### config.mk
export PLATFORM = sky130hd
export DESIGN_NAME = command_decode_flat
export DESIGN_NICKNAME = d
export VERILOG_FILES = /design/src/rtl/command_decode_if.sv /design/src/rtl/command_decode.sv /design/src/flat_wrapper.sv
export SDC_FILE = /design/constraint.sdc
export NUM_CORES = 1
export LEC_CHECK = 0
export ABC_AREA = 1
export BUFFER_PORTS_ARGS = -buffer_cell sky130_fd_sc_hd__buf_2
export CAP_MARGIN = 0
export CORE_ASPECT_RATIO = 1.25
export CORE_UTILIZATION = 45
export DETAILED_ROUTE_END_ITERATION = 10
export PLACE_DENSITY = 0.67
export SYNTH_ARGS = -nofsm -noshare
export SYNTH_HDL_FRONTEND = slang
export SYNTH_SLANG_ARGS = --single-unit
### constraint.sdc
create_clock -name CLOCK -period 4.3 [get_ports CLOCK]
set_input_delay 0.645 -clock CLOCK [delete_from_list [all_inputs] [get_ports CLOCK]]
set_output_delay 0.645 -clock CLOCK [all_outputs]
set_load 0.02 [all_outputs]
### src/rtl/command_decode_if.sv
// Bus between the drum timing/control logic and the command decoder.
// The timing side drives the serial inputs; the decoder returns the held command and its decodes.
interface command_decode_if;
  localparam int unsigned WN_W  = 7;
  localparam int unsigned FLD_W = 5;

  logic             T1;
  logic             RC;
  logic             CM;
  logic [WN_W-1:0]  WORD_NUM;

  logic             CMD_VALID;
  logic             SD;
  logic             BP;
  logic             IMM;
  logic [FLD_W-1:0] D_F;
  logic [FLD_W-1:0] S_F;
  logic [1:0]       C_F;
  logic [WN_W-1:0]  N_F;
  logic [WN_W-1:0]  T_F;
  logic             D4, D5, D6, D7, DX;
  logic             S4, S5, S6, S7, SU, SV, SW, SX;
  logic             DS;
  logic             T_MATCH, N_MATCH;
  logic             SYNC_ERR;

  modport master (
    output T1, RC, CM, WORD_NUM,
    input  CMD_VALID, SD, BP, IMM, D_F, S_F, C_F, N_F, T_F,
    input  D4, D5, D6, D7, DX, S4, S5, S6, S7, SU, SV, SW, SX, DS,
    input  T_MATCH, N_MATCH, SYNC_ERR
  );

  modport slave (
    input  T1, RC, CM, WORD_NUM,
    output CMD_VALID, SD, BP, IMM, D_F, S_F, C_F, N_F, T_F,
    output D4, D5, D6, D7, DX, S4, S5, S6, S7, SU, SV, SW, SX, DS,
    output T_MATCH, N_MATCH, SYNC_ERR
  );
endinterface

### src/rtl/command_decode.sv
// Serial drum-word command loader: tracks bit time from T1, shifts a 29-bit command in
// LSB first while RC holds, and presents the committed command with its field decodes.
module command_decode (
  input  logic            CLOCK,
  input  logic            rst,
  command_decode_if.slave bus
);
  localparam int unsigned WORD_BITS = 29;
  localparam int unsigned CNT_W     = 5;
  localparam logic [CNT_W-1:0] LAST_BIT = CNT_W'(WORD_BITS);
  localparam logic [6:0]       WORD_LIMIT = 7'd108;

  typedef enum logic [1:0] {IDLE, LOAD, ABORT} state_t;

  state_t               state_q;
  logic [CNT_W-1:0]     cnt_q;
  logic [CNT_W-1:0]     bt_c;
  logic                 sync_bad_c;
  logic [WORD_BITS-2:0] shreg_q;
  logic [WORD_BITS-1:0] cmd_q;
  logic                 cmd_held_q;
  logic                 commit_pend_q;
  logic [4:0]           d_c;
  logic [4:0]           s_c;

  assign d_c = cmd_q[5:1];
  assign s_c = cmd_q[10:6];

  // Bit time of the current cycle; cnt_q holds the bit time of the previous cycle (0 = unsynced).
  always_comb begin
    bt_c       = '0;
    sync_bad_c = 1'b0;
    if (bus.T1) begin
      bt_c       = CNT_W'(1);
      sync_bad_c = (cnt_q != '0) && (cnt_q != LAST_BIT);
    end else if (cnt_q == LAST_BIT) begin
      bt_c = CNT_W'(1);
    end else if (cnt_q != '0) begin
      bt_c = cnt_q + CNT_W'(1);
    end
  end

  // Bit counter, load FSM and shift register; bit 29 goes straight into the command register.
  always_ff @(posedge CLOCK) begin
    if (rst) begin
      state_q       <= IDLE;
      cnt_q         <= '0;
      shreg_q       <= '0;
      cmd_q         <= '0;
      cmd_held_q    <= 1'b0;
      commit_pend_q <= 1'b0;
      bus.SYNC_ERR  <= 1'b0;
    end else begin
      cnt_q         <= bt_c;
      commit_pend_q <= 1'b0;
      if (sync_bad_c) begin
        bus.SYNC_ERR <= 1'b1;
      end
      case (state_q)
        IDLE, ABORT: begin
          if (bus.T1 && !sync_bad_c && bus.RC) begin
            state_q    <= LOAD;
            shreg_q[0] <= bus.CM;
          end else if (state_q == ABORT && bt_c == LAST_BIT) begin
            state_q <= IDLE;
          end
        end
        LOAD: begin
          if (sync_bad_c || !bus.RC) begin
            state_q <= ABORT;
          end else if (bt_c == LAST_BIT) begin
            cmd_q         <= {bus.CM, shreg_q};
            cmd_held_q    <= 1'b1;
            commit_pend_q <= 1'b1;
            state_q       <= IDLE;
          end else begin
            shreg_q[bt_c - CNT_W'(1)] <= bus.CM;
          end
        end
        default: state_q <= IDLE;
      endcase
    end
  end

  // Field and decode outputs follow the command register one edge after a commit.
  always_ff @(posedge CLOCK) begin
    if (rst) begin
      bus.CMD_VALID <= 1'b0;
      bus.SD        <= 1'b0;
      bus.BP        <= 1'b0;
      bus.IMM       <= 1'b0;
      bus.D_F       <= '0;
      bus.S_F       <= '0;
      bus.C_F       <= '0;
      bus.N_F       <= '0;
      bus.T_F       <= '0;
      bus.D4        <= 1'b0;
      bus.D5        <= 1'b0;
      bus.D6        <= 1'b0;
      bus.D7        <= 1'b0;
      bus.DX        <= 1'b0;
      bus.DS        <= 1'b0;
      bus.S4        <= 1'b0;
      bus.S5        <= 1'b0;
      bus.S6        <= 1'b0;
      bus.S7        <= 1'b0;
      bus.SU        <= 1'b0;
      bus.SV        <= 1'b0;
      bus.SW        <= 1'b0;
      bus.SX        <= 1'b0;
    end else if (commit_pend_q) begin
      bus.CMD_VALID <= 1'b1;
      bus.SD        <= cmd_q[0];
      bus.D_F       <= d_c;
      bus.S_F       <= s_c;
      bus.C_F       <= cmd_q[12:11];
      bus.N_F       <= cmd_q[19:13];
      bus.BP        <= cmd_q[20];
      bus.T_F       <= cmd_q[27:21];
      bus.IMM       <= cmd_q[28];
      bus.D4        <= (d_c[4:2] == 3'b100);
      bus.D5        <= (d_c[4:2] == 3'b101);
      bus.D6        <= (d_c[4:2] == 3'b110);
      bus.D7        <= (d_c[4:2] == 3'b111);
      bus.DX        <= (d_c[1:0] == 2'b11);
      bus.DS        <= (&d_c);
      bus.S4        <= (s_c[4:2] == 3'b100);
      bus.S5        <= (s_c[4:2] == 3'b101);
      bus.S6        <= (s_c[4:2] == 3'b110);
      bus.S7        <= (s_c[4:2] == 3'b111);
      bus.SU        <= (s_c[1:0] == 2'b00);
      bus.SV        <= (s_c[1:0] == 2'b01);
      bus.SW        <= (s_c[1:0] == 2'b10);
      bus.SX        <= (s_c[1:0] == 2'b11);
    end
  end

  // Word-number compares latched at T1 against the command register, so they agree with
  // the fields that appear on the same edge; drum indices 108..127 do not exist.
  always_ff @(posedge CLOCK) begin
    if (rst) begin
      bus.T_MATCH <= 1'b0;
      bus.N_MATCH <= 1'b0;
    end else if (bus.T1) begin
      bus.T_MATCH <= cmd_held_q && (bus.WORD_NUM < WORD_LIMIT) && (bus.WORD_NUM == cmd_q[27:21]);
      bus.N_MATCH <= cmd_held_q && (bus.WORD_NUM < WORD_LIMIT) && (bus.WORD_NUM == cmd_q[19:13]);
    end
  end
endmodule

### src/flat_wrapper.sv
// flat-port wrapper written by rule: the top's interface ports become plain ports
module command_decode_flat 
  (CLOCK, rst, bus_T1, bus_RC, bus_CM, bus_WORD_NUM, bus_CMD_VALID, bus_SD, bus_BP, bus_IMM, bus_D_F, bus_S_F, bus_C_F, bus_N_F, bus_T_F, bus_D4, bus_D5, bus_D6, bus_D7, bus_DX, bus_S4, bus_S5, bus_S6, bus_S7, bus_SU, bus_SV, bus_SW, bus_SX, bus_DS, bus_T_MATCH, bus_N_MATCH, bus_SYNC_ERR);
  command_decode_if bus_i ();
  input  logic CLOCK;
  input  logic rst;
  input wire logic [$bits(bus_i.T1)-1:0] bus_T1;
  input wire logic [$bits(bus_i.RC)-1:0] bus_RC;
  input wire logic [$bits(bus_i.CM)-1:0] bus_CM;
  input wire logic [$bits(bus_i.WORD_NUM)-1:0] bus_WORD_NUM;
  output wire logic [$bits(bus_i.CMD_VALID)-1:0] bus_CMD_VALID;
  output wire logic [$bits(bus_i.SD)-1:0] bus_SD;
  output wire logic [$bits(bus_i.BP)-1:0] bus_BP;
  output wire logic [$bits(bus_i.IMM)-1:0] bus_IMM;
  output wire logic [$bits(bus_i.D_F)-1:0] bus_D_F;
  output wire logic [$bits(bus_i.S_F)-1:0] bus_S_F;
  output wire logic [$bits(bus_i.C_F)-1:0] bus_C_F;
  output wire logic [$bits(bus_i.N_F)-1:0] bus_N_F;
  output wire logic [$bits(bus_i.T_F)-1:0] bus_T_F;
  output wire logic [$bits(bus_i.D4)-1:0] bus_D4;
  output wire logic [$bits(bus_i.D5)-1:0] bus_D5;
  output wire logic [$bits(bus_i.D6)-1:0] bus_D6;
  output wire logic [$bits(bus_i.D7)-1:0] bus_D7;
  output wire logic [$bits(bus_i.DX)-1:0] bus_DX;
  output wire logic [$bits(bus_i.S4)-1:0] bus_S4;
  output wire logic [$bits(bus_i.S5)-1:0] bus_S5;
  output wire logic [$bits(bus_i.S6)-1:0] bus_S6;
  output wire logic [$bits(bus_i.S7)-1:0] bus_S7;
  output wire logic [$bits(bus_i.SU)-1:0] bus_SU;
  output wire logic [$bits(bus_i.SV)-1:0] bus_SV;
  output wire logic [$bits(bus_i.SW)-1:0] bus_SW;
  output wire logic [$bits(bus_i.SX)-1:0] bus_SX;
  output wire logic [$bits(bus_i.DS)-1:0] bus_DS;
  output wire logic [$bits(bus_i.T_MATCH)-1:0] bus_T_MATCH;
  output wire logic [$bits(bus_i.N_MATCH)-1:0] bus_N_MATCH;
  output wire logic [$bits(bus_i.SYNC_ERR)-1:0] bus_SYNC_ERR;
  assign bus_i.T1 = bus_T1;
  assign bus_i.RC = bus_RC;
  assign bus_i.CM = bus_CM;
  assign bus_i.WORD_NUM = bus_WORD_NUM;
  assign bus_CMD_VALID = bus_i.CMD_VALID;
  assign bus_SD = bus_i.SD;
  assign bus_BP = bus_i.BP;
  assign bus_IMM = bus_i.IMM;
  assign bus_D_F = bus_i.D_F;
  assign bus_S_F = bus_i.S_F;
  assign bus_C_F = bus_i.C_F;
  assign bus_N_F = bus_i.N_F;
  assign bus_T_F = bus_i.T_F;
  assign bus_D4 = bus_i.D4;
  assign bus_D5 = bus_i.D5;
  assign bus_D6 = bus_i.D6;
  assign bus_D7 = bus_i.D7;
  assign bus_DX = bus_i.DX;
  assign bus_S4 = bus_i.S4;
  assign bus_S5 = bus_i.S5;
  assign bus_S6 = bus_i.S6;
  assign bus_S7 = bus_i.S7;
  assign bus_SU = bus_i.SU;
  assign bus_SV = bus_i.SV;
  assign bus_SW = bus_i.SW;
  assign bus_SX = bus_i.SX;
  assign bus_DS = bus_i.DS;
  assign bus_T_MATCH = bus_i.T_MATCH;
  assign bus_N_MATCH = bus_i.N_MATCH;
  assign bus_SYNC_ERR = bus_i.SYNC_ERR;
  command_decode u_core (.CLOCK(CLOCK), .rst(rst), .bus(bus_i));
endmodule
==> results.yml, run 1 <==
synth:
  avgSynthCellArea_um2: 7.94
  synth_area_leaders: "dfxtp_1 48%, a21oi_1 9.3%, inv_1 5.0%"
  synthFlopType: "dfxtp_1"
  synth_edf_count: 0
  synth_cells: 588
  synth_area_um2: 4670
  synth_top_area_share: 0.485
  post-synth-top-count-cell: "dfxtp_1"
  synth.top_cells.by_count: "113 x dfxtp_1, 87 x a21oi_1, 62 x inv_1"
  yosysUniqueCellTypes: 42
  synth_fp_nets: 603
  seq_area_frac_synth: 0.485
  ys_warn_count: 0
  async_reset_ff_frac: 0
  ys_ff_latch: 113
  synth_top_cell_by_area: "dfxtp_1"
timing:
  setup_viol: 0
  rsz0062_at_grt: "false"
  slew_viol_final: 0
  hold_viol: 0
  worst_clock_skew_ps: 8.39
  tns_ps: 0
  setup_ws_ps: 1660
  slew_headroom: 0.243
  fmax_mhz: 379
  finalCritPeriodShare: 0.613
  finalCriticalPeriod_ps: 2640
  worstMarginPinSlew_ps: 1140
  whs_ps: 448
finish:
  fillers: 937
  final-seq-area_um2: 2260
  multi_input_area_um2: 1970
  diodes: 0
  drive_gt1_frac: 0.188
  synthToLayoutAreaGrowth_pct: 19.1
  nets: 652
  utilization: 0.550
cts:
  cts_root_buffer: "clkbuf_16"
  cts_tree: "built"
  ctsHtreeMaxLevel: 4
  cts_buffer_depth: 2
  path_clk_slew_ps: 50
  post-cts-setup-buffers: 0
  cts-buffers-inserted: 17
  cts_resized: 0
  cts_sinks: 113
  clk_latency_ps: 400
  ctsHoldBuffers: 0
critical_path:
  cp_top_family: "simple AND/OR/NAND/NOR gates"
  start_kind: "flip-flop"
  slowest_delay_ps: 700
  path_max_fanout: 60
  crit_chain: "inv_1, ha_1, inv_1, nor2_1, nand2_4, nand3_4, nor2_1, nand4_1, or2_2, o21ai_1, a21oi_1"
  endpoint_kind: "flip-flop"
  crit_required_ps: 4540
  worst_path_max_delay_cell: "or2_2"
  worst-setup-path-type: "reg2reg"
  critical_path_arrival_ps: 2880
  path_buf_inv: 2
hold_path:
  hold_class: "reg2reg"
detailed_routing:
  vias_per_cell: 5.12
  wl_per_cell_um: 13.3
  drtIter0Drc: 287
  drt_wl_total_mm: 10.4
  antenna_left: 0
  firstDrtPassIters: 5
  vias: 3981
  drc_errors: 0
floorplanning:
  start_util: 0.462
  rows: 41
  io_pins: 59
  core_area_um2: 10100
  die_x_um: 93.1
  dieArea_um2: 10800
  die_h_um: 116
placement:
  place_ws_ps: 1510
  io_buffers: 58
  hpwlAfterDp_mm: 7.04
  gp_congestion: 0.836
power:
  ir_worst_vdd_mv: 0.260
  leakagePower_uw: 0.00231
  power_density_nw_per_um2: 457
global_routing:
  grt_pass1_vias: 3770
  grtUsageTotal: 0.204
  grt_first_pass_wirelength_mm: 17.1
  grt_max_degree: 65
  antenna_found_initial: 0
  grt_overflow: 0
run:
  max_cap_viol_count: 0
outcome:
  outcome: "finished clean"
registers in the layout (all words and copies together) (netlist names), 2 cells and up:
register,count
u_core.bus.T_F,7
u_core.state_q,2
u_core.cmd_q,29
u_core.bus.S_F,5
u_core.cnt_q,5
u_core.bus.C_F,2
u_core.shreg_q,28
u_core.bus.N_F,7
u_core.bus.D_F,5
stage by stage:
step           area [um^2]  total power (uW)  cells
4_1_cts               5560              2560    778
6_report              5560              2540    778
3_3_place_gp          4960              1170    747
5_1_grt               5560              2620    778
2_1_floorplan         4670              1150    588
3_5_place_dp          4960              1170    747
power breakdown:
part | leakage, uW | total [uW] | switching, uW | internal, uW
registers | 0.000911 | 1060 | 2.65 | 1050
logic | 0.00111 | 92.0 | 66.1 | 25.9
clock network | 0.000287 | 1390 | 461 | 931
total | 0.00231 | 2540 | 530 | 2010
worst register-to-register path, stage by stage, from the launching register on:
cell and delay (ps):
dfxtp_1 370, inv_1 70, ha_1 200, inv_1 50, nor2_1 50, nand2_4 100
nand3_4 110, nor2_1 230, nand4_1 190, or2_2 700, o21ai_1 350, a21oi_1 60
cell type report:
class | instances | share of cell area
clock buffer | 20 | 0.0822
inverter | 71 | 0.0484
sequential | 113 | 0.407
multi-input combinational | 374 | 0.354
clock inverter | 11 | 0.0248
timing repair buffer | 60 | 0.0549
tap | 129 | 0.0290
worst paths after layout:
| path | slack (ps) | cells past startpoint | start | end |
|---|---|---|---|---|
| max reg2reg | 1660 | 11 | u_core.cnt_q[0] | u_core.cmd_q[23] |
| min | 450 | 2 | u_core.shreg_q[18] | u_core.shreg_q[18] |
| min reg2reg | 450 | 2 | u_core.shreg_q[18] | u_core.shreg_q[18] |
| max | 1660 | 11 | u_core.cnt_q[0] | u_core.cmd_q[23] |
per-layer routing:
metal | track usage | share of wire | wire length, um
met1 | 0.244 | 0.45 | 4720
met2 | 0.340 | 0.50 | 5200
met3 | 0.0584 | 0.033 | 340
met4 | 0.0944 | 0.012 | 120
met5 | 0 | 0 | 0
logic make-up after synthesis:
kind of cell	synth area share
adder cells (fa/ha/maj)	0.00804
AND/OR/NAND/NOR	0.200
flip-flops	0.485
AO/OA/AOI/OAI	0.193
buffers and inverters	0.0941
XOR/XNOR	0.0206
layout by cell type, fill, tap and decap left out, types with 3 or more instances in the layout:
cell type	n
nand3_1	19
o21ai_1	29
inv_2	6
a21oi_1	87
nor3_1	16
buf_2	58
o21ai_0	43
clkinvlp_4	3
a21oi_2	4
bufinv_16	3
nor2_1	57
clkbuf_16	17
nor2_4	4
nand2_1	60
nor3_2	3
inv_1	62
dfxtp_1	112
clkinv_2	5
xor2_1	10
ha_1	3
nand2_4	3
nand4_1	16
(Power assumes the default switching activity.)
==> run 2: changes to the inputs <==
clock period = 2.7 ns   (was 4.3 ns; I/O delays follow)
==> run 2 against run 1 <==
Wire length about the same. Hold slack worse by 98 ps. Non-clock buffer count up 2. Register-to-register slack worse by 1400 ps. Critical path depth up 1. Global-route usage down 0.39 points. Sequential cell count unchanged. Cell count up 0.26%. Total power up 66%. Clock power up 72%.
==> results.yml, run 2 (synthesis results as in run 1) <==
floorplanning:
  dieArea_um2: 10800
  die_h_um: 116
  die_x_um: 93.1
  core_area_um2: 10100
  io_pins: 59
  rows: 41
  start_util: 0.462
detailed_routing:
  wl_per_cell_um: 13.3
  vias: 3963
  firstDrtPassIters: 4
  vias_per_cell: 5.08
  drtIter0Drc: 194
  drt_wl_total_mm: 10.4
  antenna_left: 0
  drc_errors: 0
finish:
  fillers: 921
  synthToLayoutAreaGrowth_pct: 20.6
  final_common_cell: "dfxtp_1"
  largest-register: "u_core.cmd_q"
  mostFrequentLayoutCells: "112 x dfxtp_1, 87 x a21oi_1, 62 x inv_1, 60 x nand2_1, 58 x buf_2"
  drive_gt1_frac: 0.190
  reg.largest.list: "u_core.cmd_q (29), u_core.shreg_q (28)"
  largest_reg_flops: 29
  diodes: 0
  nets: 654
  final_cell_area_um2: 5630
cts:
  clk_latency_ps: 410
  cts-buffers-inserted: 17
  cts_tree: "built"
  path_clk_slew_ps: 50
  cts_buffer_depth: 2
  cts_sinks: 113
  post-cts-setup-buffers: 0
  cts_root_buffer: "clkbuf_16"
  cts_resized: 0
  ctsHoldBuffers: 0
  ctsHtreeMaxLevel: 4
timing:
  worst_clock_skew_ps: 5.50
  finalCritPeriodShare: 0.907
  tns_ps: 0
  slew_viol_final: 0
  fmax_mhz: 409
  rsz0062_at_grt: "false"
  finalCriticalPeriod_ps: 2450
  slew_headroom: 0.567
  setup_viol: 0
  hold_viol: 0
  worstMarginPinSlew_ps: 650
critical_path:
  path_max_fanout: 44
  critical_path_arrival_ps: 2750
  crit_required_ps: 3000
  worst-setup-path-type: "reg2reg"
  start_kind: "flip-flop"
  r2r_setup_slack_ps: 250
  endpoint_kind: "flip-flop"
placement:
  hpwlAfterDp_mm: 6.89
  io_buffers: 58
  gp_congestion: 0.835
  placed_cell_area_um2: 4990
power:
  pwr-share-comb: 0.035
  p_sw_uw: 872
  switching_share: 0.207
  clkPwrFrac: 0.567
  leakagePower_uw: 0.00234
  ir_worst_vdd_mv: 0.425
  pwr-share-seq: 0.398
  power.internal_uw: 3350
  power_density_nw_per_um2: 750
run:
  max_cap_viol_count: 0
global_routing:
  grt_pass1_vias: 3661
  grt_max_degree: 74
  antenna_found_initial: 0
  grtUsageTotal: 0.200
  grt_first_pass_wirelength_mm: 16.7
  grt_overflow: 0
outcome:
  outcome: "finished clean"
hold_path:
  hold_class: "in2reg"
-- run 2: cell types whose count changed in the layout (fill, tap and decap cells not counted) --
cell        delta
clkinv_2       -3
buf_12         +1
bufinv_16      +1
clkinv_4       +1
buf_4          +1
clkinvlp_4     -1
clkbuf_8       +2
-- run 2: metal layers --
| layer | vias up | share of wire | global-route usage | routed length [um] |
|---|---|---|---|---|
| li1 | 2068 | - | - | - |
| met1 | 1793 | 0.46 | 0.235 | 4730 |
| met2 | 82 | 0.49 | 0.337 | 5030 |
| met3 | 20 | 0.038 | 0.0564 | 394 |
| met4 | 0 | 0.020 | 0.0974 | 212 |
| met5 | - | 0 | 0 | 0 |
-- run 2: area by class of cell --
| type | instances | area (um^2) | area share |
|---|---|---|---|
| Sequential cell | 113 | 2260 | 0.402 |
| Multi-Input combinational cell | 374 | 1970 | 0.349 |
| Clock buffer | 22 | 484 | 0.0860 |
| Timing Repair Buffer | 62 | 333 | 0.0591 |
| Inverter | 71 | 269 | 0.0478 |
| Tap cell | 129 | 161 | 0.0287 |
| Clock inverter | 9 | 154 | 0.0273 |
-- run 2: critical path, cell delays in order (launching register included) --
cell and delay, ps:
dfxtp_1 350, inv_1 70, ha_1 180, nand2_1 80, inv_1 70, nand2_4 100
nand3_4 110, nor2_1 220, nand4_1 180, or2_2 480, buf_12 240, o21ai_1 190
a21oi_2 40
-- run 2: through the flow --
stage,setup slack [ps],power (uW),utilization,std cells,hold slack [ps]
finish,252,4220,0.557,780,350
global placement,381,1860,0.494,749,436
detailed placement,294,1860,0.494,749,442
floorplan,690,1820,-,588,424
CTS,261,4250,0.557,780,337
global route,53.6,4330,0.557,780,353
-- run 2: power by group through the flow --
stage | Sequential (uW) | Clock (uW) | Combinational, uW
detailed placement | 1710 | 0 | 147
global route | 1680 | 2490 | 165
finish | 1680 | 2390 | 149
CTS | 1680 | 2420 | 148
global placement | 1710 | 0 | 144
floorplan | 1720 | 0 | 108
-- run 2: path summary, 6_finish.rpt --
path	startpoint	to	depth (start not counted)
max	u_core.cnt_q[1]	u_core.cmd_q[4]	12
min	bus_T1	u_core.bus.N_MATCH	2
max reg2reg	u_core.cnt_q[1]	u_core.cmd_q[4]	12
min reg2reg	u_core.bus.SYNC_ERR	u_core.bus.SYNC_ERR	2
==> run 3: changes to the inputs <==
BUFFER_PORTS_ARGS = unset   (was -buffer_cell sky130_fd_sc_hd__buf_2)
DONT_BUFFER_PORTS = 1   (was unset)
PLACE_DENSITY = 0.62   (was 0.67)
==> run 3 against run 2 <==
Global-route usage up 0.26 points. Clock skew grew 3.9 ps. Clock-buffer cell count did not move. Non-clock buffer count is 57 lower. Core utilization decreased by 3.5 points. Highest routed layer unchanged. Via count fell by 5.4%. Largest cell class unchanged. First-iteration DRC count down 2.6%. Critical path type unchanged. Sequential cell count is the same. Final area fell by 6.3%.
==> results.yml, run 3 (synthesis results as in run 1) <==
outcome:
  outcome: "finished clean"
power:
  power_density_nw_per_um2: 743
  ir_worst_vdd_mv: 0.381
  leakagePower_uw: 0.00200
placement:
  gp_congestion: 0.857
  hpwlAfterDp_mm: 6.95
  placed_cell_area_um2: 4710
  io_buffers: 0
global_routing:
  grt_max_degree: 65
  grtUsageTotal: 0.203
  grt_overflow: 0
  antenna_found_initial: 0
  grt_pass1_vias: 3482
  grt_first_pass_wirelength_mm: 17.0
detailed_routing:
  drt_wl_total_mm: 10.2
  vias: 3748
  firstDrtPassIters: 4
  wl_per_cell_um: 14.0
  drc_errors: 0
  antenna_left: 0
  vias_per_cell: 5.18
  drtIter0Drc: 189
floorplanning:
  core_area_um2: 10100
  rows: 41
  dieArea_um2: 10800
  die_x_um: 93.1
  io_pins: 59
  start_util: 0.462
  die_h_um: 116
critical_path:
  worst_path_max_delay_cell: "nor3_2"
  r2r_setup_slack_ps: 380
  start_kind: "flip-flop"
  crit_chain: "inv_1, ha_1, inv_1, nor2_1, nand2_4, nand3_1, nand2_1, nor2_4, inv_2, nor3_2, inv_2, nor2_1, o21ai_1, a21oi_1"
  r2r_start: "u_core.cnt_q[0]"
  crit_required_ps: 3030
  worst-setup-path-type: "reg2reg"
  cp_top_family: "simple AND/OR/NAND/NOR gates"
  reg2regPathDepth: 14
  endpoint_kind: "flip-flop"
  reg2reg_to: "u_core.shreg_q[2]"
  critical_path_arrival_ps: 2660
  path_max_fanout: 6
  slowest_delay_ps: 410
  path_buf_inv: 4
cts:
  path_clk_slew_ps: 50
  cts_buffer_depth: 2
  cts_root_buffer: "clkbuf_16"
  clk_latency_ps: 400
  cts_tree: "built"
  cts_sinks: 113
  cts_resized: 0
  post-cts-setup-buffers: 0
  ctsHoldBuffers: 0
  ctsHtreeMaxLevel: 4
  cts-buffers-inserted: 17
finish:
  nets: 597
  largest_reg_flops: 29
  reg.largest.list: "u_core.cmd_q (29), u_core.shreg_q (28)"
  final_cell_area_um2: 5280
  diodes: 0
  largest-register: "u_core.cmd_q"
  final_common_cell: "dfxtp_1"
  drive_gt1_frac: 0.109
  synthToLayoutAreaGrowth_pct: 13.0
  utilization: 0.522
  fillers: 933
  mostFrequentLayoutCells: "112 x dfxtp_1, 87 x a21oi_1, 62 x inv_1, 60 x nand2_1, 57 x nor2_1"
timing:
  rsz0062_at_grt: "false"
  finalCritPeriodShare: 0.861
  finalCriticalPeriod_ps: 2320
  slew_viol_final: 0
  hold_viol: 0
  tns_ps: 0
  fmax_mhz: 430
  worst_clock_skew_ps: 9.35
  slew_headroom: 0.606
  setup_viol: 0
  worstMarginPinSlew_ps: 588
hold_path:
  whs_endpoint: "u_core.bus.CMD_VALID"
  min_path_cells: 1
  hp-start: "rst"
  hold_class: "in2reg"
run:
  max_cap_viol_count: 0
## run 3: changes by cell type in the layout (fill, tap and decap cells not counted)
cell	previous run	this run
buf_4	3	4
clkbuf_1	1	4
clkinvlp_4	2	3
clkinv_2	2	4
clkbuf_8	4	1
bufinv_16	4	2
buf_2	58	0
## run 3: worst max path at each step
stage / to / cells after the start / start
floorplan: u_core.cmd_q[4] / 15 / u_core.cnt_q[0]
global placement: u_core.shreg_q[2] / 14 / u_core.cnt_q[0]
detailed placement: u_core.shreg_q[2] / 14 / u_core.cnt_q[0]
CTS: u_core.shreg_q[2] / 14 / u_core.cnt_q[0]
global route: u_core.shreg_q[19] / 15 / u_core.cnt_q[0]
finish: u_core.shreg_q[2] / 14 / u_core.cnt_q[0]
## run 3: metrics by stage
step	cells	worst slack [ps]	hold WS, ps	total power (uW)
after global routing	724	121	49.4	4050
after detailed placement	692	388	442	1830
final	724	375	70.9	3920
after floorplan	588	690	424	1820
after CTS	724	364	53.0	3960
after global placement	692	444	440	1830
## run 3: power breakdown
part	total, uW	switching [uW]	internal [uW]	leakage [uW]
clock network	2120	746	1370	0.000270
logic	116	79.5	36.6	0.000819
registers	1680	6.47	1680	0.000911
## run 3: layout make-up
class                           count  area [um^2]  share of cell area
Sequential cell                   113         2260               0.429
Multi-Input combinational cell    374         1970               0.373
Clock buffer                       22          454              0.0861
Inverter                           71          269              0.0510
Tap cell                          129          161              0.0306
Clock inverter                     10          111              0.0211
Timing Repair Buffer                5         50.0             0.00949
## run 3: per-layer routing
layer	track usage	wire, um	vias to the layer above
met4	0.0790	112	0
met3	0.0663	443	8
met1	0.245	4480	1708
li1	-	-	1951
met5	0	0	-
met2	0.336	5130	81
